$ cat src/rtl/morse_decoder.sv
// rtl/morse_decoder.sv - Morse line receiver decoding S..Z letter codes; optional MORSE_DECODER_TOLERANT_EN widens dash timing
module morse_decoder #(
    parameter int TICK_DIV  = 25000000,
    parameter int GAP_UNITS = 3
) (
    input  logic       clk,
    input  logic       reset_n,
    input  logic       morse_in,
    output logic [2:0] letter,
    output logic       valid,
    output logic       error,
    output logic       busy,
    output logic [7:0] letter_count
);

    typedef enum logic [1:0] {IDLE, MARK, SPACE} state_t;

    localparam logic [26:0] RELOAD = 27'(TICK_DIV - 1);
    localparam logic [3:0]  GAP    = 4'(GAP_UNITS);

    state_t      state;
    logic [26:0] tick_cnt;
    logic        tick;
    logic [1:0]  sync;
    logic        sync_in;
    logic [2:0]  run_cnt;
    logic [3:0]  run_next;
    logic [3:0]  sym_bits;
    logic [2:0]  sym_cnt;
    logic        bad;
    logic        sym_ok;
    logic        sym_dash;
    logic        lut_hit;
    logic [2:0]  lut_code;

    assign tick     = (tick_cnt == 27'd0);
    assign sync_in  = sync[1];
    assign run_next = {1'b0, run_cnt} + 4'd1;

    always_ff @(posedge clk) begin
        if (!reset_n) begin
            tick_cnt <= 27'd0;
            sync     <= 2'b00;
        end else begin
            tick_cnt <= tick ? RELOAD : tick_cnt - 27'd1;
            sync     <= {sync[0], morse_in};
        end
    end

    // Mark length classification; run_cnt is always >= 1 while in MARK
    always_comb begin
        sym_ok   = 1'b0;
        sym_dash = 1'b0;
`ifdef MORSE_DECODER_TOLERANT_EN
        sym_ok   = (run_cnt >= 3'd1) && (run_cnt <= 3'd4);
        sym_dash = (run_cnt >= 3'd2);
`else
        sym_ok   = (run_cnt == 3'd1) || (run_cnt == 3'd3);
        sym_dash = (run_cnt == 3'd3);
`endif
    end

    // First symbol sits in the most significant occupied bit
    always_comb begin
        lut_hit  = 1'b1;
        lut_code = 3'd0;
        case ({sym_cnt, sym_bits})
            {3'd3, 4'b0000}: lut_code = 3'd0;
            {3'd1, 4'b0001}: lut_code = 3'd1;
            {3'd3, 4'b0001}: lut_code = 3'd2;
            {3'd4, 4'b0001}: lut_code = 3'd3;
            {3'd3, 4'b0011}: lut_code = 3'd4;
            {3'd4, 4'b1001}: lut_code = 3'd5;
            {3'd4, 4'b1011}: lut_code = 3'd6;
            {3'd4, 4'b1100}: lut_code = 3'd7;
            default:         lut_hit  = 1'b0;
        endcase
    end

    always_ff @(posedge clk) begin
        if (!reset_n) begin
            state        <= IDLE;
            run_cnt      <= 3'd0;
            sym_bits     <= 4'd0;
            sym_cnt      <= 3'd0;
            bad          <= 1'b0;
            letter       <= 3'd0;
            valid        <= 1'b0;
            error        <= 1'b0;
            busy         <= 1'b0;
            letter_count <= 8'd0;
        end else begin
            valid <= 1'b0;
            error <= 1'b0;
            if (tick) begin
                case (state)
                    IDLE: begin
                        if (sync_in) begin
                            state    <= MARK;
                            busy     <= 1'b1;
                            run_cnt  <= 3'd1;
                            sym_bits <= 4'd0;
                            sym_cnt  <= 3'd0;
                            bad      <= 1'b0;
                        end
                    end
                    MARK: begin
                        if (sync_in) begin
                            if (run_cnt != 3'd7)
                                run_cnt <= run_cnt + 3'd1;
                        end else begin
                            bad <= bad | ~sym_ok | (sym_cnt == 3'd4);
                            if (sym_cnt != 3'd4) begin
                                sym_bits <= {sym_bits[2:0], sym_dash};
                                sym_cnt  <= sym_cnt + 3'd1;
                            end
                            state   <= SPACE;
                            run_cnt <= 3'd1;
                        end
                    end
                    SPACE: begin
                        if (sync_in) begin
                            state   <= MARK;
                            run_cnt <= 3'd1;
                        end else if (run_next >= GAP) begin
                            state <= IDLE;
                            busy  <= 1'b0;
                            if (lut_hit && !bad) begin
                                letter       <= lut_code;
                                valid        <= 1'b1;
                                letter_count <= letter_count + 8'd1;
                            end else begin
                                error <= 1'b1;
                            end
                        end else begin
                            run_cnt <= run_next[2:0];
                        end
                    end
                    default: begin
                        state <= IDLE;
                        busy  <= 1'b0;
                    end
                endcase
            end
        end
    end

endmodule

$ cat config.mk
export PLATFORM = sky130hd
export DESIGN_NAME = morse_decoder
export DESIGN_NICKNAME = d
export VERILOG_FILES = /design/src/rtl/morse_decoder.sv
export SDC_FILE = /design/constraint.sdc
export NUM_CORES = 1
export LEC_CHECK = 0
export ABC_AREA = 1
export BUFFER_PORTS_ARGS = -buffer_cell sky130_fd_sc_hd__buf_2
export CAP_MARGIN = 10
export CORE_MARGIN = 4
export CORE_UTILIZATION = 40
export CTS_BUF_LIST = sky130_fd_sc_hd__clkbuf_2 sky130_fd_sc_hd__clkbuf_4 sky130_fd_sc_hd__clkbuf_8
export CTS_CLUSTER_SIZE = 30
export DETAILED_ROUTE_END_ITERATION = 6
export PLACE_DENSITY_LB_ADDON = 0.25
export SLEW_MARGIN = 5
export SYNTH_ARGS = -nofsm -noshare
export SYNTH_HDL_FRONTEND = slang
export SYNTH_SLANG_ARGS = --single-unit
$ cat constraint.sdc
create_clock -name clk -period 2.6 [get_ports clk]
set_input_delay 0.13 -clock clk [delete_from_list [all_inputs] [get_ports clk]]
set_output_delay 0.13 -clock clk [all_outputs]
set_load 0.005 [all_outputs]
# Word-level counts from Yosys, hierarchy flattened
# Cells that the tools add are included.
totals:
  latchBits: 0
  output_inout_bits: 14
  reg_bits: 56
  mem_bits_ro: 0
  in_bits: 3
  mem_bits_rw: 0
  memories: 0
classes:
  eq_ne: 23
  shifts: 0
  n_mul: 0
  div: 0
  n_lt_le_gt_ge: 1
  add_sub_neg: 5
  n_reduce_logical: 16
  bitwise_logic: 9
  n_mux: 31
ops:
  columns: ["op", "n"]
  rows:
  - ["7-bit equality test, second input constant", 4]
  - ["27-bit logical NOT", 1]
  - ["27-bit by 1-bit subtractor with 27-bit output, second input constant", 1]
  - ["25-bit 2-to-1 mux", 1]
  - ["3-bit 2-to-1 mux", 8]
  - ["7-bit by 6-bit equality test with 1-bit output, second input constant", 3]
  - ["3-bit one-hot mux with 7 select lines", 1]
  - ["5-bit AND reduction", 4]
  - ["3-bit inequality test, second input constant", 5]
  - ["4-bit 2-to-1 mux", 3]
  - ["2-bit inequality test, second input constant", 5]
  - ["3-bit one-hot mux with 3 select lines", 1]
  - ["8-bit by 1-bit adder with 8-bit output, second input constant", 1]
  - ["1-bit 2-to-1 mux", 8]
  - ["2-bit 2-to-1 mux", 4]
  - ["4-bit one-hot mux with 2 select lines", 1]
  - ["4-bit AND reduction", 2]
  - ["8-bit OR reduction", 1]
  - ["7-bit by 5-bit equality test with 1-bit output, second input constant", 1]
  - ["1-bit inverter", 7]
  - ["3-bit by 1-bit adder with 3-bit output, second input constant", 2]
  - ["2-bit one-hot mux with 3 select lines", 1]
  - ["3-bit one-hot mux with 2 select lines", 1]
  - ["5-bit OR reduction", 1]
  - ["17 further kinds", 18]

# Longest topological paths before layout
depth:
  word_depth: 7
  ltp_mapped: 14
  mapped_depth_nobuf: 14

# Least setup slack after synthesis
# No wires, ideal clock.
synth_timing:
  kind: "reg-to-reg"
  startpoint: "reg state[0]"
  endpoint: "reg sym_bits[0]"
  synth_period_minus_slack_ps: 1736
  path_stages_with_launch: 9
  arrival_time_ps: 1602
  path_slack_ps: 864
  path_cell_list: "dfxtp_1 -> inv_1 -> ha_1 -> inv_1 -> nor2_1 -> nor4_2 -> nand2_1 -> nand2_1 -> a21oi_1"
synth_via:
  elab_chain_cells: 3
  elab_cells_between_ends: 8
synth_lines:
  columns: ["item", "line", "text"]
  rows:
  - ["start, declared", "21", "state_t state;"]
  - ["start signal, assigned", "82", "state <= IDLE;"]
  - ["start signal, assigned", "99", "state <= MARK;"]
  - ["start signal, assigned", "117", "state <= SPACE;"]
  - ["2-bit by 1-bit equality test with 1-bit output or 2-bit logical NOT (tied branches)", "96", "case (state)"]
  - ["2-bit inequality test (no source line) or 2-bit nonzero test (tied branches)", null, null]
  - ["5-bit AND reduction (no source line)", null, null]
  - ["end signal, assigned", "114", "sym_bits <= {sym_bits[2:0], sym_dash};"]
  - ["end, declared", "28", "logic [3:0] sym_bits;"]
# Several ways; a longest one is shown, not always the timed one.
# A chain may end at the register's enable or synchronous reset.

# Worst setup path after layout
layout_timing:
  startpoint: "reg run_cnt[0]"
  endpoint: "reg run_cnt[0]"
layout_via:
  elab_chain_cells: 4
  elab_cells_between_ends: 12
layout_lines:
  columns: ["item", "line", "text"]
  rows:
  - ["start, declared", "26", "logic [2:0] run_cnt;"]
  - ["start signal, assigned", "110", "run_cnt <= run_cnt + 3'd1;"]
  - ["start signal, assigned", "136", "run_cnt <= run_next[2:0];"]
  - ["3-bit by 1-bit adder with 4-bit output or 3-bit by 1-bit adder with 3-bit output (tied branches)", "38, 110", null]
  - ["4-bit by 2-bit >= comparator with 1-bit output (tied with other cells)", "125", "end else if (run_next >= GAP) begin"]
  - ["3-bit inequality test (no source line) (tied with other cells)", null, null]
  - ["5-bit AND reduction (no source line) or 3-bit one-hot mux with 3 select lines (tied branches)", null, null]
# Several ways; a longest one is shown, not always the timed one. The select of a mux whose other input is x is not followed.

==> implementation parameters <==
Parameter                              Value

Run status
  Status    finished, final reports clean

Critical path
  Highest fanout seen on the critical path    5
  Critical path startpoint category    flop
  Critical Path RT    around 2.8 ns
  Data arrival time of the critical path    roughly 2.2 ns
  Critical path capture point type    flop
  Worst Path Class, Setup    reg -> reg

Detailed routing
  Number of vias after detailed routing    about 2,800
  Antenna Nets Post-Route    0
  Iter 0 DRT Violations    94
  Remaining routing DRC violations    0
  Detailed Routing Iterations Pass 1    4
  Vias per cell    4.83
  Mean routed wirelength per cell    between 10 and 15 um
  Wire length reported by the detailed router    6730 um

Die
  Row cnt    32
  Effective utilization at floorplan    41.0%
  Die W    just under 100 um
  Die Outline Area    9360 um2
  Io pins    17
  Floorplan Core Area    7690 um2
  Die Y    96.8 um

Synthesis
  Number of register bits inferred by synthesis    between 50 and 60
  Fraction of registers with async set or reset after synthesis    0%
  Number of enable-type register cells in the synthesized netlist    0
  Syn Nets    just under 500
  Leading register cell type out of synthesis    dfxtp_1
  Count of different cell masters after synthesis    30
  Share of synthesized area occupied by flip-flops and latches    35.6%
  Cell area after synthesis    3150 um2
  Cells after Synth    463
  Number of warnings reported in the yosys synthesis log    0
  Mean post-synth cell area    6.81 um2

Clock tree
  Buffers from clock root to sink, at most    2
  Total of cells resized after clock tree synthesis    0
  Clock tree from TritonCTS    built
  Worst skew pair latency    0.32 ns
  Clock Pin Slew Worst Setup and Hold Paths    about 0.12 ns
  Clock buffers created by TritonCTS    5
  Buffers inserted by post-CTS timing repair    0
  Number of H-tree branching levels    2
  Cell chosen for the clock root    clkbuf_8
  Total clock sinks    56

Pwr
  Leakage    1.62 nW
  Largest voltage drop on the vdd net    0.667 mV
  Overall power of the completed layout    3.31 mW
  Power Dens Cells    ~960 nW/um2

Global route
  GRT Residual Overflow    0
  Number of antenna violations at the first check in global routing    0
  Total GRT Usage    14.7%
  Wire length of the first global-routing pass    11,800 um
  Maximum number of pins on one net before global-route repair    26
  Via count of the first global-routing pass    between 2,000 and 3,000

Worst hold path
  Hold/Removal Path Class    in -> reg

Timing
  Highest clock frequency the design can meet    0.510 GHz
  Hold Vio Cnt, Final    0
  Normalized max-slew margin    72.7%
  Portion of the clock cycle consumed by the worst path in the final layout    75.4%
  Number of max-slew violations in the final report    0
  Minimum clock period    just under 2 ns
  Transition time at the pin with the least slew margin    between 0.4 and 0.5 ns
  Final Skew    0.0179 ns
  Fin Setup TNS    0 ns
  # setup viols final    0
  RSZ-0062 raised after global routing    false

Placed design
  Number of buffers added on ports    16
  Routability cong.    0.913
  Placed wire-length estimate    around 5000 um

Final layout
  Fill cells    799
  Total inserted antenna cells    0
  Area taken by multi-input logic gates    1740 um2
  Post-synthesis to final-layout area growth    9.37%
  Final nets    502
  Final core occ    44.8%
  Register area    1120 um2
  Fraction of layout instances using a drive strength above 1    11.3%

Flow run
  Number of violations of the max-capacitance limit    0
==> routing by layer <==
| metal | vias to the layer above | global-route usage [%] | part of all wire [%] |
|---|---|---|---|
| met5 | - | 0 | 0 |
| met1 | 1257 | 18.3 | 47 |
| li1 | 1519 | - | - |
| met4 | 0 | 4.21 | 1.3 |
| met3 | 6 | 2.52 | 4.0 |
| met2 | 54 | 26.1 | 48 |
==> where the power goes <==
part           switching [mW]  leakage, nW  internal, mW
sequential              0.150        0.455          1.03
clock                   0.319       0.0452         0.198
combinational            1.05         1.12         0.566
total                    1.52         1.62          1.79
==> worst max-delay path, cell delays in order, from the launching register on <==
cell and delay (ns):
dfxtp_1 0.36, ha_1 0.23, ha_1 0.31, nand3_1 0.11
nand3_1 0.12, inv_1 0.09, nor3_1 0.33, nand2_1 0.15
nand2_1 0.09, a21oi_1 0.06
==> per-stage QoR <==
| stage | std cells | area [um2] | hold WS [ns] | setup slack (ns) |
|---|---|---|---|---|
| after CTS | 587 | 3450 | 0.258 | 0.622 |
| after global routing | 587 | 3450 | 0.281 | 0.436 |
| after floorplan | 463 | 3150 | 0.228 | 0.864 |
| after global placement | 578 | 3340 | 0.321 | 0.738 |
| after detailed placement | 578 | 3340 | 0.319 | 0.660 |
| final | 587 | 3450 | 0.264 | 0.640 |
==> path summary, 6_finish.rpt <==
check / startpoint / endpoint / slack (ns) / cells past startpoint
hold reg to reg: sync[0]$_SDFF_PN0_ / sync[1]$_SDFF_PN0_ / 0.43 / 2
setup reg to reg: run_cnt[0]$_SDFFE_PN0P_ / run_cnt[0]$_SDFFE_PN0P_ / 0.64 / 9
setup / recovery: run_cnt[0]$_SDFFE_PN0P_ / run_cnt[0]$_SDFFE_PN0P_ / 0.64 / 9
hold / removal: reset_n / sync[0]$_SDFF_PN0_ / 0.26 / 4
==> cells in the mapped netlist, types with 6 or more instances <==
cell	count	share of area, %
a21oi_1	31	4.9
o21ai_0	16	2.5
nor2_2	10	2.0
dfxtp_1	56	36
ha_1	15	6.0
nor2_1	77	9.2
nand2_1	101	12
nand3_1	27	4.3
nor3_1	10	1.6
nand4_1	17	3.4
xor2_1	6	1.7
inv_1	61	7.3
==> cell type report <==
cell class	count	area share, %
Sequential cell	56	32.5
Inverter	62	6.75
Clock inverter	3	0.726
Clock buffer	5	2.00
Timing Repair Buffer	22	3.70
Tap cell	102	3.70
Multi-Input combinational cell	337	50.6
==> cell usage in the layout, fill, tap and decap left out, drive strengths merged <==
cell,netlist,final
nor2,92,92
o21a,1,1
ha,15,15
clkbuf,3,5
dfxtp,56,56
dlygate4sd3,0,1
nand2,106,106
clkinv,1,1
xor2,6,6
inv,61,63
or2,3,3
xnor2,2,2
o21ai,19,19
a31oi,4,4
nand4,17,17
a21oi,31,31
o31ai,2,2
nand3,27,27
clkinvlp,0,1
nor4,1,1
nor3,10,10
nand3b,1,1
buf,5,21
==> what timing repair did <==
action,in CTS,in global routing
hold buffers,1,0
endpoints found under the setup margin,0,0
hold endpoints to repair,1,0
==> logic make-up (layout without fill, tap and decap cells) <==
group	after synthesis	count (layout)	synth area share [%]
and+or+nand+nor	257	257	37.5
buffers and inverters	70	92	9.09
AOI/OAI and AO/OA	57	57	9.69
DFF	56	56	35.6
adders and majority gates	15	15	5.95
xor gates and xnor gates	8	8	2.22
==> flip-flops by register name, summed over array words and instances, names as in the netlist <==
name          cells
sync              2
run_cnt           3
busy              1
letter_count      8
valid             1
state             2
error             1
sym_cnt           3
letter            3
bad               1
tick_cnt         27
sym_bits          4
Power figures use the tool's default switching activity.
